$ cat config.mk
export PLATFORM = sky130hd
export DESIGN_NAME = jk_reg_bank
export DESIGN_NICKNAME = d
export VERILOG_FILES = /design/src/rtl/jk_pkg.sv /design/src/rtl/jk_cell.sv /design/src/rtl/jk_reg_bank.sv
export SDC_FILE = /design/constraint.sdc
export NUM_CORES = 1
export LEC_CHECK = 0
export CAP_MARGIN = 20
export CORE_UTILIZATION = 46
export CTS_BUF_LIST = sky130_fd_sc_hd__clkbuf_16
export CTS_CLUSTER_DIAMETER = 30
export DETAILED_ROUTE_END_ITERATION = 8
export PLACE_DENSITY = 0.77
export SLEW_MARGIN = 20
export SYNTH_ARGS = -nofsm -noshare
export SYNTH_HDL_FRONTEND = slang
export SYNTH_SLANG_ARGS = --single-unit
$ cat constraint.sdc
create_clock -name clk -period 2.4 [get_ports clk]
set_input_delay 0.48 -clock clk [delete_from_list [all_inputs] [get_ports clk]]
set_output_delay 0.48 -clock clk [all_outputs]
set_load 0.005 [all_outputs]
$ cat src/rtl/jk_pkg.sv
// Shared types and helpers for the JK register bank.
package jk_pkg;

  // Operation select for the bank.
  typedef enum logic [1:0] {
    JK_HOLD  = 2'b00,
    JK_JK    = 2'b01,
    JK_LOAD  = 2'b10,
    JK_COUNT = 2'b11
  } jk_mode_t;

  // Single-bit JK next-state: hold, clear, set, toggle.
  function automatic logic jk_next(input logic q, input logic j, input logic k);
    logic r;
    case ({j, k})
      2'b00:   r = q;
      2'b01:   r = 1'b0;
      2'b10:   r = 1'b1;
      2'b11:   r = ~q;
      default: r = q;
    endcase
    return r;
  endfunction

endpackage

$ cat src/rtl/jk_cell.sv
// One JK flip-flop bit with synchronous reset, enable and parallel load.
module jk_cell
  import jk_pkg::*;
(
  input  logic clk,
  input  logic rst,
  input  logic rst_val,
  input  logic en,
  input  logic j,
  input  logic k,
  input  logic load,
  input  logic d,
  output logic q
);

  // Bit state: reset wins, then enable gates load or the JK update.
  always_ff @(posedge clk) begin
    if (rst) begin
      q <= rst_val;
    end else if (!en) begin
      q <= q;
    end else if (load) begin
      q <= d;
    end else begin
      q <= jk_next(q, j, k);
    end
  end

endmodule

$ cat src/rtl/jk_reg_bank.sv
// Parametrised bank of JK flip-flops with JK, load, hold and up/down count modes.
// Optional build macro JK_REG_BANK_SAT_EN: COUNT saturates at the bound instead
// of wrapping, and tc becomes a level flag while parked at the bound.
module jk_reg_bank
  import jk_pkg::*;
#(
  parameter int unsigned           WIDTH     = 8,
  parameter logic [WIDTH-1:0]      RESET_VAL = {WIDTH{1'b0}}
) (
  input  logic             clk,
  input  logic             rst,
  input  logic             en,
  input  logic [1:0]       mode,
  input  logic [WIDTH-1:0] j,
  input  logic [WIDTH-1:0] k,
  input  logic [WIDTH-1:0] d,
  input  logic             up,
  output logic [WIDTH-1:0] q,
  output logic             tc,
  output logic             chg
);

  logic [WIDTH-1:0] q_s;
  logic [WIDTH-1:0] toggle_s;
  logic [WIDTH-1:0] j_s;
  logic [WIDTH-1:0] k_s;
  logic             load_s;
  logic [WIDTH-1:0] next_s;
  logic             at_bound_s;
  logic             count_s;
  logic             tc_next_s;

  assign q = q_s;

  // Bound in the current direction: all-ones going up, zero going down.
  always_comb begin
    if (up) begin
      at_bound_s = &q_s;
    end else begin
      at_bound_s = ~(|q_s);
    end
  end

  // Toggle chain: bit i flips when every lower bit sits at the carry/borrow value.
  always_comb begin
    toggle_s    = {WIDTH{1'b0}};
    toggle_s[0] = 1'b1;
    for (int i = 1; i < WIDTH; i++) begin
      if (up) begin
        toggle_s[i] = toggle_s[i-1] & q_s[i-1];
      end else begin
        toggle_s[i] = toggle_s[i-1] & ~q_s[i-1];
      end
    end
`ifdef JK_REG_BANK_SAT_EN
    if (at_bound_s) begin
      toggle_s = {WIDTH{1'b0}};
    end else begin
      toggle_s = toggle_s;
    end
`endif
  end

  // Mode decode into per-bit J/K and the load strobe.
  always_comb begin
    j_s    = {WIDTH{1'b0}};
    k_s    = {WIDTH{1'b0}};
    load_s = 1'b0;
    case (jk_mode_t'(mode))
      JK_HOLD: begin
        j_s = {WIDTH{1'b0}};
        k_s = {WIDTH{1'b0}};
      end
      JK_JK: begin
        j_s = j;
        k_s = k;
      end
      JK_LOAD: begin
        load_s = 1'b1;
      end
      JK_COUNT: begin
        j_s = toggle_s;
        k_s = toggle_s;
      end
      default: begin
        load_s = 1'b0;
      end
    endcase
  end

  genvar gi;
  generate
    for (gi = 0; gi < WIDTH; gi++) begin : g_cell
      jk_cell u_cell (
        .clk     (clk),
        .rst     (rst),
        .rst_val (RESET_VAL[gi]),
        .en      (en),
        .j       (j_s[gi]),
        .k       (k_s[gi]),
        .load    (load_s),
        .d       (d[gi]),
        .q       (q_s[gi])
      );
    end
  endgenerate

  // Predicted next q, mirroring the cell update, used for the change flag.
  always_comb begin
    next_s = q_s;
    for (int i = 0; i < WIDTH; i++) begin
      if (!en) begin
        next_s[i] = q_s[i];
      end else if (load_s) begin
        next_s[i] = d[i];
      end else begin
        next_s[i] = jk_next(q_s[i], j_s[i], k_s[i]);
      end
    end
  end

  // Terminal-count condition for the coming edge.
  always_comb begin
    count_s = en & (jk_mode_t'(mode) == JK_COUNT);
`ifdef JK_REG_BANK_SAT_EN
    if (up) begin
      tc_next_s = count_s & (&next_s);
    end else begin
      tc_next_s = count_s & ~(|next_s);
    end
`else
    tc_next_s = count_s & at_bound_s;
`endif
  end

  // Registered status flags; reset edges clear both.
  always_ff @(posedge clk) begin
    if (rst) begin
      tc  <= 1'b0;
      chg <= 1'b0;
    end else begin
      tc  <= tc_next_s;
      chg <= (next_s != q_s);
    end
  end

endmodule

# Word level (Yosys, flattened, before mapping)
# Index checks and enable logic that the tools add are counted.
[totals]
wordCells = 106
inputBits = 30
register_bits = 10
out_inout_bits = 10
[classes]
bitwise_logic = 23
n_mux = 35
reduce_logical = 10
n_eq_ne = 28
[ops]
columns = ["cell", "count"]
rows = [
  ["== test 2 bit, second input constant", 18],
  ["one-hot mux 1 bit (4 select lines)", 8],
  ["one-hot mux 8 bit (2 select lines)", 2],
  ["two-way mux 1 bit", 25],
  ["== test 2 x 1 -> 1 bit, second input constant", 9],
  ["zero test 2 bit", 8],
  ["bitwise AND 1 bit", 14],
  ["NOT 1 bit", 9],
  ["inequality test 8 bit", 1],
  ["AND reduction 8 bit", 1],
  ["OR reduction 8 bit", 1],
]

# Longest topological paths before layout
[logic_depth]
ltp_word = 20
depth_mapped = 8
ltp_nobuf = 6

# Hierarchy
# Synthesis repeated with hierarchy kept, for this count alone.
[unflattened]
cells_unflattened = 156
area_unflattened_um2 = 1242.4
[by_module_without_submodules]
columns = ["mod", "cells_each", "n_inst", "seq_area_each_um2", "area_per_inst_um2"]
rows = [
  ["jk_reg_bank", 92, 1, 40.0, 621.8],
  ["jk_cell", 8, 8, 30.0, 77.6],
]

# Worst setup path after synthesis
# OpenSTA, ideal clock, no wires.
[synth_timing]
path_type = "input port to flip-flop"
startpoint = "input up"
endpoint = "register g_cell[7].u_cell.q"
stages = 6
setup_ns = 0.088
required_ns = 2.312
path_slack_ns = 0.549
n_path_buf = 1
arrival_time_ns = 1.763
path_cell_list = "buf_4 > nor3_1 > o2111ai_4 > and2_1 > a221o_1 > a311oi_2"
[synth_via]
elab_chain_len = 18
elab_cells_between_ends = 28
classes_between = "eq/ne: 3; mux: 12; bitwise: 12; reduce/logical: 1"
[synth_lines]
columns = ["item", "line_no", "rtl"]
rows = [
  ["start: declaration", "jk_reg_bank.sv:17", "input logic up,"],
  ["two-way mux 1 bit", "jk_reg_bank.sv:49", "if (up) begin"],
  ["bitwise AND 1 bit, on equally long branches", "jk_reg_bank.sv:52, jk_reg_bank.sv:50", ""],
  ["two-way mux 1 bit", "jk_reg_bank.sv:49", ""],
  ["bitwise AND 1 bit, on equally long branches", "jk_reg_bank.sv:52, jk_reg_bank.sv:50", ""],
  ["two-way mux 1 bit", "jk_reg_bank.sv:49", ""],
  ["bitwise AND 1 bit, on equally long branches", "jk_reg_bank.sv:52, jk_reg_bank.sv:50", ""],
  ["two-way mux 1 bit", "jk_reg_bank.sv:49", ""],
  ["bitwise AND 1 bit, on equally long branches", "jk_reg_bank.sv:52, jk_reg_bank.sv:50", ""],
  ["[... 2 more ...]", "n/a", ""],
  ["two-way mux 1 bit", "jk_reg_bank.sv:49", ""],
  ["bitwise AND 1 bit, on equally long branches", "jk_reg_bank.sv:52, jk_reg_bank.sv:50", ""],
  ["two-way mux 1 bit *", "jk_reg_bank.sv:49", ""],
  ["one-hot mux 8 bit (2 select lines)", "jk_reg_bank.sv:69", "case (jk_mode_t'(mode))"],
  ["== test 2 bit (tied with other cells)", "jk_pkg.sv:15", "case ({j, k})"],
  ["one-hot mux 1 bit (4 select lines) *", "jk_pkg.sv:15", ""],
  ["two-way mux 1 bit *", "jk_cell.sv:22", "end else if (load) begin"],
  ["two-way mux 1 bit *", "n/a", ""],
  ["end signal: assignment", "jk_cell.sv:19", "q <= rst_val;"],
  ["end signal: assignment", "jk_cell.sv:21", "q <= q;"],
  ["end signal: assignment", "jk_cell.sv:25", "q <= jk_next(q, j, k);"],
  ["end: declaration", "jk_cell.sv:13", "output logic q"],
]
# Every way passes the cells marked *; elsewhere a longest branch is shown, timed or not.
# A chain may end at the register's enable or synchronous reset.

# Final worst setup path
[layout_timing]
startpoint = "input mode[0]"
endpoint = "register chg"
[layout_via]
elab_chain_len = 7
elab_cells_between_ends = 63
classes_between = "eq/ne: 28; mux: 27; reduce/logical: 8"
[layout_lines]
columns = ["item", "line_no", "rtl"]
rows = [
  ["start: declaration", "jk_reg_bank.sv:13", "input logic [1:0] mode,"],
  ["== test 2 bit / == test 2 x 1 -> 1 bit (equally long branches)", "jk_reg_bank.sv:69", ""],
  ["one-hot mux 8 bit (2 select lines)", "jk_reg_bank.sv:69", ""],
  ["== test 2 bit (tied with other cells)", "jk_pkg.sv:15", ""],
  ["one-hot mux 1 bit (4 select lines)", "jk_pkg.sv:15", ""],
  ["two-way mux 1 bit, on equally long branches (2 in a row)", "n/a", ""],
  ["inequality test 8 bit *", "jk_reg_bank.sv:143", "chg <= (next_s != q_s);"],
  ["end signal: assignment", "jk_reg_bank.sv:143", ""],
  ["end: declaration", "jk_reg_bank.sv:20", "output logic chg"],
]
# Marks and branches as above.

==> reports/qor.log <==
[run_status] result of the run finished clean
[pwr] ratio of total power to cell area 453 nW/µm²
[place] DP Worst Slack -0.151 ns
[synthesis] syn_area_per_cell 7.10 µm²
[synthesis] combined area of all synthesized cells 1240 µm²
[cells_and_area] nets 241
[critical_path] R2R setup slack 0.43 ns
[min_path] endpoint of the worst hold path g_cell[3].u_cell.q
[min_path] class of the tightest hold or removal check register to register
[sta] final sum of negative setup slack 0 ns
[clock_tree] cells resized by post-CTS repair 0
[critical_path] element type at the critical path end register
[critical_path] classification of the worst setup path input port to register
[sta] clock skew after layout 0.00358 ns
[critical_path] worst path required time 2.50 ns
[clock_tree] clock insertion delay at the later pin of the skew report 0.24 ns
[drt] Initial DRC Count 51
[sta] time the worst path needs with I/O delays and setup 2.20 ns
[die] overall die area 2910 µm²
[synthesis] cell taking the most area after synthesis sky130_fd_sc_hd__dfxtp_1
[die] area of the core 2520 µm²
[drt] total number of vias 1510
[grt] GRT Residual Overflow 0
[synthesis] number of enable flip-flop cells after synthesis 0
[grt] number of global-route vias before repair 1357
[grt] maximum number of pins on one net before global-route repair 20
[die] vertical die dimension 54.0 µm
[place] Port-buffer cells 39
[synthesis] portion of the post-synthesis area used by sequential elements 0.161
[sta] number of hold violations in the final report 0
[critical_path] Reg-to-Reg End g_cell[7].u_cell.q
[clock_tree] Post-CTS Setup Bufs 0
[die] Std-Cell Rows 18
[synthesis] portion of synthesized cell area occupied by the leading cell type 0.161
[critical_path] R2R depth 6
[critical_path] Crit Reg-Reg Startpoint g_cell[0].u_cell.q
[clock_tree] Clk pin slew, worst setup/hold paths 0.05 ns
[min_path] cell depth of the worst hold path 2
[drt] DRC violation count after routing 0
[drt] routed wirelength normalized by instance count 16.7 µm
[clock_tree] number of buffers added by the clock tree synthesis step 3
[clock_tree] CTS max path bufs 2
[pwr] Total Power 785 µW
[synthesis] library cells used by synthesis 52
[synthesis] leading post-synthesis cells by instance count 18 x sky130_fd_sc_hd__nand2_1, 15 x sky130_fd_sc_hd__nor2_1, 11 x sky130_fd_sc_hd__o21ai_0
[drt] Antenna Violating Nets Remaining 0
[synthesis] top post-synthesis cells by area sky130_fd_sc_hd__dfxtp_1 16%, sky130_fd_sc_hd__buf_4 6.0%, sky130_fd_sc_hd__nand2_1 5.4%, sky130_fd_sc_hd__nor2_1 4.5%, sky130_fd_sc_hd__o21ai_0 4.4%
[sta] highest clock frequency the design can meet 0.454 GHz
[drt] mean number of vias per cell 6.29
[critical_path] worst-path fanout max 4
[drt] 1st-pass router iterations 4
[sta] Slew Viols, Final 0
[cells_and_area] area added between synthesis and finish 39.4%
[clock_tree] cell at the root of the clock tree sky130_fd_sc_hd__clkbuf_16
[synthesis] Cells after Synth 175
[clock_tree] Max H-tree Level 1
[pwr] worst voltage drop across the vdd grid 0.375 mV
[place] DP HPWL 2950 µm
[synthesis] cell with the most instances after synthesis sky130_fd_sc_hd__nand2_1
[sta] PnR worst setup slack 0.197 ns
[drt] Detailed Route WL 4010 µm
[cells_and_area] number of diodes 0
[pwr] standby leakage power 0.000658 µW
[cells_and_area] proportion of layout cells with a drive suffix above 1 0.129
[synthesis] Main synth FF type sky130_fd_sc_hd__dfxtp_1
[die] die width 54.0 µm
[sta] portion of the clock cycle consumed by the worst path in the final layout 0.918
[die] I/O pin count 40
[grt] first-pass GRT wire length 6200 µm
[min_path] Worst Min Path Start g_cell[3].u_cell.q
[sta] worst slew margin relative to its limit 0.683
[sta] Setup violations, final 0
[grt] antenna violations before repair 0
[synthesis] Synth Register Bits 10
[critical_path] Worst setup SP type input port
[cells_and_area] final core occ 0.687
[place] number of instances in the placed design 236
[sta] slew at the pin closest to its max-slew limit 0.474 ns
[clock_tree] clock sinks 10
[die] Starting Density 0.493
[synthesis] syn nets 205
[flow_run] Max Cap Viol 0
[place] weighted congestion at the end of routability-driven global placement 1.00
[critical_path] arrival time reported for the critical path endpoint 2.30 ns
[clock_tree] CTS tree yes
[grt] GRT Total Usage 0.295
[synthesis] share of flip-flops with an asynchronous set or reset after synthesis 0
[clock_tree] hold bufs inserted after CTS 0
[synthesis] Yosys warning count 0
[cells_and_area] non-filler cells in the finished layout 240
-- flip-flops by register name (all words and copies together) (netlist names) --
| name | cells |
|---|---|
| chg | 1 |
| g_cell.u_cell.q | 8 |
| tc | 1 |
-- worst max-delay path, stage by stage --
cell and delay (ns):
sky130_fd_sc_hd__clkdlybuf4s50_1 0.52, sky130_fd_sc_hd__nor4bb_2 0.38, sky130_fd_sc_hd__a311oi_1 0.12, sky130_fd_sc_hd__a211oi_1 0.27, sky130_fd_sc_hd__a311oi_1 0.07, sky130_fd_sc_hd__o41ai_1 0.34
sky130_fd_sc_hd__a31oi_1 0.12
-- cell families (layout without fill, tap and decap cells) --
logic type / Yosys count / after routing / share of synthesized area
simple gates: 73 / 73 / 0.312
compound gates: 56 / 56 / 0.346
buf+inv: 30 / 65 / 0.136
flops: 10 / 10 / 0.161
xor+xnor: 4 / 4 / 0.0282
mux: 2 / 2 / 0.0161
-- cells in the final DEF (no fill, tap or decap), types with 3 or more instances in the layout --
cell / synthesis / layout
sky130_fd_sc_hd__a21oi_1: 10 / 10
sky130_fd_sc_hd__inv_1: 7 / 7
sky130_fd_sc_hd__clkbuf_16: 0 / 3
sky130_fd_sc_hd__xnor2_1: 3 / 3
sky130_fd_sc_hd__nand2_1: 18 / 18
sky130_fd_sc_hd__nand3_1: 4 / 4
sky130_fd_sc_hd__and2_1: 3 / 3
sky130_fd_sc_hd__a31oi_1: 4 / 4
sky130_fd_sc_hd__nand2b_1: 5 / 5
sky130_fd_sc_hd__a21boi_0: 3 / 3
sky130_fd_sc_hd__nor2_1: 15 / 15
sky130_fd_sc_hd__a311oi_1: 4 / 4
sky130_fd_sc_hd__a211oi_1: 3 / 3
sky130_fd_sc_hd__buf_4: 10 / 14
sky130_fd_sc_hd__clkdlybuf4s50_1: 0 / 38
sky130_fd_sc_hd__nor3_1: 5 / 5
sky130_fd_sc_hd__and3_1: 4 / 4
sky130_fd_sc_hd__o21ai_0: 11 / 11
sky130_fd_sc_hd__dfxtp_1: 10 / 10
sky130_fd_sc_hd__nand3b_1: 3 / 3
-- routing by layer --
metal  wire, µm  up-vias  part of all wire  track usage
li1           -      720                 -            -
met1       1680      698              0.42        0.362
met2       1960       82              0.49        0.481
met3        296       10             0.074       0.0508
met4         66        0             0.016        0.162
met5          0        -                 0            0
-- area by class of cell --
class	instances	area, µm²
multi-input combinational	135	880
sequential	10	200
clock buffer	3	75.1
inverter	7	26.3
timing repair buffer	54	509
fill	226	791
tap	30	37.5
clock inverter	1	3.75
-- worst max-delay path by stage --
stage	from	endpoint	slack, ns	cells after the start
2_1_floorplan	up	g_cell[7].u_cell.q	0.55	6
3_5_place_dp	up	chg	-0.15	7
4_1_cts	up	chg	0.09	7
6_report	mode[0]	chg	0.20	7
3_3_place_gp	up	chg	-0.09	7
5_1_grt	mode[0]	chg	-0.02	7
-- through the flow --
step | cell area [µm²] | hold WS (ns)
global placement | 1640 | 0.595
floorplan | 1240 | 0.528
CTS | 1720 | 0.604
detailed placement | 1640 | 0.599
finish | 1730 | 0.603
global route | 1730 | 0.645
-- where the power goes --
group | total, µW | internal [µW] | switching [µW]
clock network | 306 | 219 | 86.9
registers | 209 | 180 | 29.3
logic | 269 | 148 | 121
total | 785 | 547 | 238
No activity file was read; power rests on OpenSTA's default activity.
